[src/rtl/glitc_trigger_generator_if.sv]
// Bus between the trigger-register slice / correlator and the trigger generator.
// Member names match the legacy port names so existing wiring maps one-to-one.
interface glitc_trigger_generator_if #(
  parameter int MAX_WIDTH    = 12,
  parameter int WIN_WIDTH    = 4,
  parameter int HOLD_WIDTH   = 8,
  parameter int SCALER_WIDTH = 16
);
  logic                    sync_i;
  logic [MAX_WIDTH-1:0]    r0_max_i;
  logic [MAX_WIDTH-1:0]    r1_max_i;
  logic [MAX_WIDTH-1:0]    r0_thresh_i;
  logic [MAX_WIDTH-1:0]    r1_thresh_i;
  logic [1:0]              mode_i;
  logic [WIN_WIDTH-1:0]    window_i;
  logic [HOLD_WIDTH-1:0]   holdoff_i;
  logic                    trig_o;
  logic                    trig_phase_o;
  logic                    busy_o;
  logic [SCALER_WIDTH-1:0] r0_scaler_o;
  logic [SCALER_WIDTH-1:0] r1_scaler_o;
  logic [SCALER_WIDTH-1:0] trig_scaler_o;
  logic                    scaler_valid_o;

  modport master (
    output sync_i, r0_max_i, r1_max_i, r0_thresh_i, r1_thresh_i,
    output mode_i, window_i, holdoff_i,
    input  trig_o, trig_phase_o, busy_o,
    input  r0_scaler_o, r1_scaler_o, trig_scaler_o, scaler_valid_o
  );

  modport slave (
    input  sync_i, r0_max_i, r1_max_i, r0_thresh_i, r1_thresh_i,
    input  mode_i, window_i, holdoff_i,
    output trig_o, trig_phase_o, busy_o,
    output r0_scaler_o, r1_scaler_o, trig_scaler_o, scaler_valid_o
  );
endinterface

[src/rtl/glitc_trigger_generator.sv]
// Trigger decision stage after the dual-RITC correlator: thresholds both maxima,
// forms OR / windowed-AND / R0-only triggers with holdoff, and keeps rate scalers.
module glitc_trigger_generator #(
  parameter int MAX_WIDTH     = 12,
  parameter int WIN_WIDTH     = 4,
  parameter int HOLD_WIDTH    = 8,
  parameter int SCALER_WIDTH  = 16,
  parameter int SCALER_PERIOD = 162500000
) (
  input logic                      clk_i,
  input logic                      rst_n_i,
  glitc_trigger_generator_if.slave bus
);

  localparam int PERIOD_WIDTH = (SCALER_PERIOD > 1) ? $clog2(SCALER_PERIOD) : 1;
  localparam logic [PERIOD_WIDTH-1:0] PERIOD_LAST = PERIOD_WIDTH'(SCALER_PERIOD - 1);
  localparam logic [PERIOD_WIDTH-1:0] PERIOD_ONE  = PERIOD_WIDTH'(1);
  localparam logic [WIN_WIDTH-1:0]    WIN_ONE     = WIN_WIDTH'(1);
  localparam logic [HOLD_WIDTH-1:0]   HOLD_ONE    = HOLD_WIDTH'(1);
  localparam logic [SCALER_WIDTH-1:0] SCALER_ONE  = SCALER_WIDTH'(1);

  typedef enum logic [1:0] {
    IDLE    = 2'd0,
    ARMED   = 2'd1,
    HOLDOFF = 2'd2
  } state_t;

  typedef enum logic [1:0] {
    MODE_OFF = 2'b00,
    MODE_OR  = 2'b01,
    MODE_AND = 2'b10,
    MODE_R0  = 2'b11
  } mode_t;

  mode_t                   mode;
  state_t                  state;
  logic                    r0_hit, r1_hit;
  logic                    r0_hit_d, r1_hit_d;
  logic                    r0_rise, r1_rise;
  logic [WIN_WIDTH-1:0]    r0_win, r1_win;
  logic                    r0_open, r1_open;
  logic                    decision, fire;
  logic [HOLD_WIDTH-1:0]   hold_cnt;
  logic                    trig, trig_phase, busy;
  logic [PERIOD_WIDTH-1:0] period_cnt;
  logic                    period_wrap;
  logic [SCALER_WIDTH-1:0] r0_cnt, r1_cnt, trig_cnt;
  logic [SCALER_WIDTH-1:0] r0_scaler, r1_scaler, trig_scaler;
  logic                    scaler_valid;

  function automatic logic [SCALER_WIDTH-1:0] sat_inc(input logic [SCALER_WIDTH-1:0] v);
    return (v == '1) ? v : v + SCALER_ONE;
  endfunction

  assign mode = mode_t'(bus.mode_i);

  always_ff @(posedge clk_i or negedge rst_n_i) begin
    if (!rst_n_i) begin
      r0_hit   <= 1'b0;
      r1_hit   <= 1'b0;
      r0_hit_d <= 1'b0;
      r1_hit_d <= 1'b0;
    end else begin
      r0_hit   <= (bus.r0_max_i > bus.r0_thresh_i);
      r1_hit   <= (bus.r1_max_i > bus.r1_thresh_i);
      r0_hit_d <= r0_hit;
      r1_hit_d <= r1_hit;
    end
  end

  always_comb begin
    r0_rise  = r0_hit & ~r0_hit_d;
    r1_rise  = r1_hit & ~r1_hit_d;
    r0_open  = r0_hit | (r0_win != '0);
    r1_open  = r1_hit | (r1_win != '0);
    decision = 1'b0;
    case (mode)
      MODE_OR:  decision = r0_hit | r1_hit;
      MODE_AND: decision = (r0_hit & r1_open) | (r1_hit & r0_open);
      MODE_R0:  decision = r0_hit;
      default:  decision = 1'b0;
    endcase
    fire        = (state == ARMED) && (mode != MODE_OFF) && decision;
    period_wrap = (period_cnt == PERIOD_LAST);
  end

  // Clearing on the firing edge wins over a load, so the hits that caused a
  // trigger cannot reopen a window; hits seen during holdoff still load.
  always_ff @(posedge clk_i or negedge rst_n_i) begin
    if (!rst_n_i) begin
      r0_win <= '0;
      r1_win <= '0;
    end else if (state == IDLE || mode == MODE_OFF || fire) begin
      r0_win <= '0;
      r1_win <= '0;
    end else begin
      if (r0_hit)              r0_win <= bus.window_i;
      else if (r0_win != '0)   r0_win <= r0_win - WIN_ONE;
      if (r1_hit)              r1_win <= bus.window_i;
      else if (r1_win != '0)   r1_win <= r1_win - WIN_ONE;
    end
  end

  always_ff @(posedge clk_i or negedge rst_n_i) begin
    if (!rst_n_i) begin
      state      <= IDLE;
      hold_cnt   <= '0;
      busy       <= 1'b0;
      trig       <= 1'b0;
      trig_phase <= 1'b0;
    end else begin
      trig       <= fire;
      trig_phase <= fire & bus.sync_i;
      if (mode == MODE_OFF) begin
        state    <= IDLE;
        hold_cnt <= '0;
        busy     <= 1'b0;
      end else begin
        case (state)
          IDLE: state <= ARMED;
          ARMED: begin
            if (fire && bus.holdoff_i != '0) begin
              state    <= HOLDOFF;
              hold_cnt <= bus.holdoff_i;
              busy     <= 1'b1;
            end
          end
          HOLDOFF: begin
            if (hold_cnt <= HOLD_ONE) begin
              state    <= ARMED;
              hold_cnt <= '0;
              busy     <= 1'b0;
            end else begin
              hold_cnt <= hold_cnt - HOLD_ONE;
            end
          end
          default: begin
            state    <= IDLE;
            hold_cnt <= '0;
            busy     <= 1'b0;
          end
        endcase
      end
    end
  end

  // An event on the wrap cycle seeds the next period instead of the latched one.
  always_ff @(posedge clk_i or negedge rst_n_i) begin
    if (!rst_n_i) begin
      period_cnt   <= '0;
      r0_cnt       <= '0;
      r1_cnt       <= '0;
      trig_cnt     <= '0;
      r0_scaler    <= '0;
      r1_scaler    <= '0;
      trig_scaler  <= '0;
      scaler_valid <= 1'b0;
    end else if (period_wrap) begin
      period_cnt   <= '0;
      r0_scaler    <= r0_cnt;
      r1_scaler    <= r1_cnt;
      trig_scaler  <= trig_cnt;
      scaler_valid <= 1'b1;
      r0_cnt       <= r0_rise ? SCALER_ONE : '0;
      r1_cnt       <= r1_rise ? SCALER_ONE : '0;
      trig_cnt     <= trig    ? SCALER_ONE : '0;
    end else begin
      period_cnt   <= period_cnt + PERIOD_ONE;
      scaler_valid <= 1'b0;
      if (r0_rise) r0_cnt   <= sat_inc(r0_cnt);
      if (r1_rise) r1_cnt   <= sat_inc(r1_cnt);
      if (trig)    trig_cnt <= sat_inc(trig_cnt);
    end
  end

  assign bus.trig_o         = trig;
  assign bus.trig_phase_o   = trig_phase;
  assign bus.busy_o         = busy;
  assign bus.r0_scaler_o    = r0_scaler;
  assign bus.r1_scaler_o    = r1_scaler;
  assign bus.trig_scaler_o  = trig_scaler;
  assign bus.scaler_valid_o = scaler_valid;

endmodule
[src/flat_wrapper.sv]
// flat-port wrapper written by rule: the top's interface ports become plain ports
module glitc_trigger_generator_flat 
#(
  parameter int MAX_WIDTH     = 12,
  parameter int WIN_WIDTH     = 4,
  parameter int HOLD_WIDTH    = 8,
  parameter int SCALER_WIDTH  = 16,
  parameter int SCALER_PERIOD = 162500000
)
  (clk_i, rst_n_i, bus_sync_i, bus_r0_max_i, bus_r1_max_i, bus_r0_thresh_i, bus_r1_thresh_i, bus_mode_i, bus_window_i, bus_holdoff_i, bus_trig_o, bus_trig_phase_o, bus_busy_o, bus_r0_scaler_o, bus_r1_scaler_o, bus_trig_scaler_o, bus_scaler_valid_o);
  glitc_trigger_generator_if #(.MAX_WIDTH(MAX_WIDTH), .WIN_WIDTH(WIN_WIDTH), .HOLD_WIDTH(HOLD_WIDTH), .SCALER_WIDTH(SCALER_WIDTH)) bus_i ();
  input logic clk_i;
  input logic rst_n_i;
  input wire logic [$bits(bus_i.sync_i)-1:0] bus_sync_i;
  input wire logic [$bits(bus_i.r0_max_i)-1:0] bus_r0_max_i;
  input wire logic [$bits(bus_i.r1_max_i)-1:0] bus_r1_max_i;
  input wire logic [$bits(bus_i.r0_thresh_i)-1:0] bus_r0_thresh_i;
  input wire logic [$bits(bus_i.r1_thresh_i)-1:0] bus_r1_thresh_i;
  input wire logic [$bits(bus_i.mode_i)-1:0] bus_mode_i;
  input wire logic [$bits(bus_i.window_i)-1:0] bus_window_i;
  input wire logic [$bits(bus_i.holdoff_i)-1:0] bus_holdoff_i;
  output wire logic [$bits(bus_i.trig_o)-1:0] bus_trig_o;
  output wire logic [$bits(bus_i.trig_phase_o)-1:0] bus_trig_phase_o;
  output wire logic [$bits(bus_i.busy_o)-1:0] bus_busy_o;
  output wire logic [$bits(bus_i.r0_scaler_o)-1:0] bus_r0_scaler_o;
  output wire logic [$bits(bus_i.r1_scaler_o)-1:0] bus_r1_scaler_o;
  output wire logic [$bits(bus_i.trig_scaler_o)-1:0] bus_trig_scaler_o;
  output wire logic [$bits(bus_i.scaler_valid_o)-1:0] bus_scaler_valid_o;
  assign bus_i.sync_i = bus_sync_i;
  assign bus_i.r0_max_i = bus_r0_max_i;
  assign bus_i.r1_max_i = bus_r1_max_i;
  assign bus_i.r0_thresh_i = bus_r0_thresh_i;
  assign bus_i.r1_thresh_i = bus_r1_thresh_i;
  assign bus_i.mode_i = bus_mode_i;
  assign bus_i.window_i = bus_window_i;
  assign bus_i.holdoff_i = bus_holdoff_i;
  assign bus_trig_o = bus_i.trig_o;
  assign bus_trig_phase_o = bus_i.trig_phase_o;
  assign bus_busy_o = bus_i.busy_o;
  assign bus_r0_scaler_o = bus_i.r0_scaler_o;
  assign bus_r1_scaler_o = bus_i.r1_scaler_o;
  assign bus_trig_scaler_o = bus_i.trig_scaler_o;
  assign bus_scaler_valid_o = bus_i.scaler_valid_o;
  glitc_trigger_generator #(.MAX_WIDTH(MAX_WIDTH), .WIN_WIDTH(WIN_WIDTH), .HOLD_WIDTH(HOLD_WIDTH), .SCALER_WIDTH(SCALER_WIDTH), .SCALER_PERIOD(SCALER_PERIOD)) u_core (.clk_i(clk_i), .rst_n_i(rst_n_i), .bus(bus_i));
endmodule
[config.mk]
export PLATFORM = sky130hd
export DESIGN_NAME = glitc_trigger_generator_flat
export DESIGN_NICKNAME = d
export VERILOG_FILES = /design/src/rtl/glitc_trigger_generator_if.sv /design/src/rtl/glitc_trigger_generator.sv /design/src/flat_wrapper.sv
export SDC_FILE = /design/constraint.sdc
export NUM_CORES = 1
export LEC_CHECK = 0
export ABC_AREA = 1
export CAP_MARGIN = 20
export CORE_ASPECT_RATIO = 0.6
export CORE_MARGIN = 4
export CORE_UTILIZATION = 30
export CTS_BUF_LIST = sky130_fd_sc_hd__clkbuf_4 sky130_fd_sc_hd__clkbuf_8 sky130_fd_sc_hd__clkbuf_16
export CTS_CLUSTER_SIZE = 28
export DETAILED_ROUTE_END_ITERATION = 12
export SYNTH_ARGS = -nofsm -noshare
export SYNTH_HDL_FRONTEND = slang
export SYNTH_SLANG_ARGS = --single-unit
export TNS_END_PERCENT = 100
[constraint.sdc]
create_clock -name clk_i -period 3.9 [get_ports clk_i]
set_clock_uncertainty 0.1 [all_clocks]
set_input_delay 1.17 -clock clk_i [delete_from_list [all_inputs] [get_ports clk_i]]
set_output_delay 1.17 -clock clk_i [all_outputs]
set_load 0.1 [all_outputs]
==> impl_metrics.env <==
export IMPL_synth_area_per_cell_um2=7.63
export IMPL_arrival_ns=2.75
export IMPL_synth_xor_area_share_pct=5.47
export IMPL_p_switching_w=0.00158
export IMPL_layout_commonest_cell="nand2_1"
export IMPL_remaining_drc_errors=0
export IMPL_postCtsHoldBufs=0
export IMPL_p_comb_share_pct=24.3
export IMPL_fin_crit_ns=2.53
export IMPL_routed_wirelength_um=21700
export IMPL_yosys_mux_area_fraction_pct=0
export IMPL_synth_cell_type_count=40
export IMPL_die_x_um=227
export IMPL_clkPwrFrac_pct=37.2
export IMPL_fillers=2901
export IMPL_yosys_warnings=0
export IMPL_rows=47
export IMPL_hold_path_class="reg2reg"
export IMPL_seqPwrFrac_pct=38.4
export IMPL_core_um2=28000
export IMPL_multi_input_area_um2=4200
export IMPL_yosys_area_share_simple_pct=32.4
export IMPL_post_cts_buffers=0
export IMPL_synth_largest_area_cell="dfrtp_1"
export IMPL_htree_num_levels=4
export IMPL_cellLeakagePower_nw=5.41
export IMPL_power_total_w=0.00489
export IMPL_synth_top_area_share_pct=43.4
export IMPL_crit_path_frequent_cell="nand2_1"
export IMPL_grt_pass1_wl_um=36800
export IMPL_area_growth_pct=23.6
export IMPL_finalNetCount=1351
export IMPL_gp_congestion=0.897
export IMPL_insertion_delay_ns=0.44
export IMPL_synth_area_top_cells="dfrtp_1 (43%), nand2_1 (16%), inv_1 (5.7%)"
export IMPL_cts_buffers=17
export IMPL_grt_pass1_vias=7126
export IMPL_vias=7461
export IMPL_path_cells="clkdlybuf4s50_1 -> nor2_1 -> nor2_1 -> nand2_1 -> nand2_1 -> nand2_1 -> nand2_1"
export IMPL_clk_pin_slew_worst_paths_ns=0.06
export IMPL_slew_viol_final=0
export IMPL_ys_ff_latch=150
export IMPL_cts_tree="yes"
export IMPL_power_density_nw_per_um2=457
export IMPL_io_pins=117
export IMPL_ys_seq_area_share_pct=43.4
export IMPL_clockBufferDepth=2
export IMPL_slowest_delay_ns=0.43
export IMPL_fin_ws_ns=1.37
export IMPL_synth_top_family_by_area="simple AND/OR/NAND/NOR gates"
export IMPL_setup_worst_path_start_class="input pin"
export IMPL_first_iter_violations=674
export IMPL_cp_data_required_time_ns=4.12
export IMPL_intPower_w=0.00330
export IMPL_fp_dieH_um=139
export IMPL_start_util_pct=30.9
export IMPL_grt_util_met3_pct=3.41
export IMPL_swShare_pct=32.4
export IMPL_whs_path_depth=0
export IMPL_max_cap_viol_count=0
export IMPL_cts_root_buf="clkbuf_16"
export IMPL_dp_hpwl_um=16200
export IMPL_mostFrequentLayoutCells="nand2_1 (359), dfrtp_1 (150), inv_1 (132), nor2_1 (109), nand3_1 (98)"
export IMPL_grt_max_degree=59
export IMPL_tightest_slew_ns=0.619
export IMPL_final_period_utilization_pct=64.9
export IMPL_path_max_fanout=13
export IMPL_finalSetupTns_ns=0
export IMPL_slowest_stage="clkdlybuf4s50_1"
export IMPL_rsz0062_at_grt="no"
export IMPL_globalRouteMet1Util_pct=22.7
export IMPL_postRouteAntennaNets=0
export IMPL_worstRegToRegCells=7
export IMPL_setup_viol_count_final=0
export IMPL_fin_util_pct=38.2
export IMPL_layout_drive_gt1_share_pct=9.28
export IMPL_vias_per_cell=4.58
export IMPL_wl_per_cell_um=13.3
export IMPL_clock_sinks=150
export IMPL_grtUsageTotal_pct=14.3
export IMPL_grt_busiest_layer="met1"
export IMPL_grt_overflow_total=0
export IMPL_synthCells=1133
export IMPL_antenna_cells=0
export IMPL_cp_end_kind="register"
export IMPL_syn_nets=1235
export IMPL_dr_pass1_iters=4
export IMPL_irDropWorstVdd_mv=0.302
export IMPL_synth_compound_area_share_pct=5.40
export IMPL_outcome="finished, final reports clean"
export IMPL_synthesis_area_um2=8640
export IMPL_relSlewSlack_pct=58.7
export IMPL_place_ws_ns=0.916
export IMPL_cts_resized=0
export IMPL_max_freq_mhz=395
export IMPL_crit_type="in2reg"
export IMPL_synthAdderAreaFrac_pct=5.36
export IMPL_die_area_um2=31700
export IMPL_port_buffer_count=116
export IMPL_register_area_um2=3750
export IMPL_grt_use_met2_pct=19.2
export IMPL_hold_slack_ns=0.367
export IMPL_hold_viol=0
export IMPL_grt_antenna_before_repair=0
[power by group through the flow]
stage | sequential [W] | combinational, W | clock [W]
final | 0.00188 | 0.00119 | 0.00182
after global routing | 0.00191 | 0.00137 | 0.00195
after CTS | 0.00188 | 0.00120 | 0.00187
after detailed placement | 0.00190 | 0.00119 | 0
after global placement | 0.00190 | 0.00116 | 0
after floorplan | 0.00191 | 0.000824 | 0
[metal layers]
layer | vias to the layer above | share of wire (%) | wire length, um
met5 | - | 0 | 0
met4 | 0 | 0.76 | 164
met3 | 13 | 4.7 | 1020
met2 | 152 | 40 | 8680
met1 | 3456 | 54 | 11800
li1 | 3840 | - | -
[cells by family after synthesis]
kind of cell | Yosys count
simple gates | 643
buf+inv | 162
flops | 150
compound gates | 87
xor+xnor | 54
fa+ha+maj | 37
[through the flow]
step,cells,cell area [um2]
floorplan,1133,8640
global placement,1597,10000
detailed placement,1597,10000
CTS,1628,10700
global route,1628,10700
finish,1628,10700
[final cells by class]
class	count	share of cell area, %
clock buffers	19	4.18
clock inverters	12	1.90
inverters	138	4.92
flip-flops and latches	150	35.1
multi-input cells	821	39.3
repair buffers	121	10.2
well taps	367	4.30
[worst paths after layout]
kind	start	to	slack, ns
max	bus_mode_i[1]	u_core.hold_cnt[0]$_DFFE_PN0P_	1.37
min	u_core.r1_hit$_DFF_PN0_	u_core.r1_hit_d$_DFF_PN0_	0.37
max reg2reg	u_core.period_cnt[0]$_DFF_PN0_	u_core.bus.r0_scaler_o[2]$_DFFE_PN0P_	1.42
min reg2reg	u_core.r1_hit$_DFF_PN0_	u_core.r1_hit_d$_DFF_PN0_	0.37
max in group asynchronous	rst_n_i	u_core.bus.r0_scaler_o[6]$_DFFE_PN0P_	2.44
min in group asynchronous	rst_n_i	u_core.bus.r1_scaler_o[6]$_DFFE_PN0P_	0.57
[Yosys cell counts, drive strengths merged]
cell type and count:
a21oi 24, or2 2, ha 37, nand2b 1, xor2 50, inv 137, nor3b 1, xnor2 4
and3 3, a211oi 1, a22oi 1, a21boi 1, nor3 32, o21ai 52, nand2 365, nor2 113
nand3 103, nand4 23, a21o 1, buf 17, o221ai 3, o211ai 4, clkbuf 7, clkinv 1
dfrtp 150
[sequential cells by signal, indices dropped and copies added, names as in the netlist]
signal,cells
u_core.bus.trig_phase_o,1
u_core.bus.r1_scaler_o,16
u_core.bus.trig_scaler_o,16
u_core.r0_hit_d,1
u_core.state,2
u_core.bus.r0_scaler_o,16
u_core.r0_cnt,16
u_core.bus.busy_o,1
u_core.r1_hit,1
u_core.r0_win,4
u_core.period_cnt,28
u_core.trig_cnt,16
u_core.r1_win,4
u_core.r1_hit_d,1
u_core.r1_cnt,16
u_core.hold_cnt,8
u_core.bus.scaler_valid_o,1
u_core.r0_hit,1
u_core.bus.trig_o,1
[worst max-delay path: cells and delay by family]
| family | cells | cell delay, ns |
|---|---|---|
| buffers and inverters | 1 | 0.43 |
| and+or+nand+nor | 6 | 1.16 |
Power figures use the tool's default switching activity.
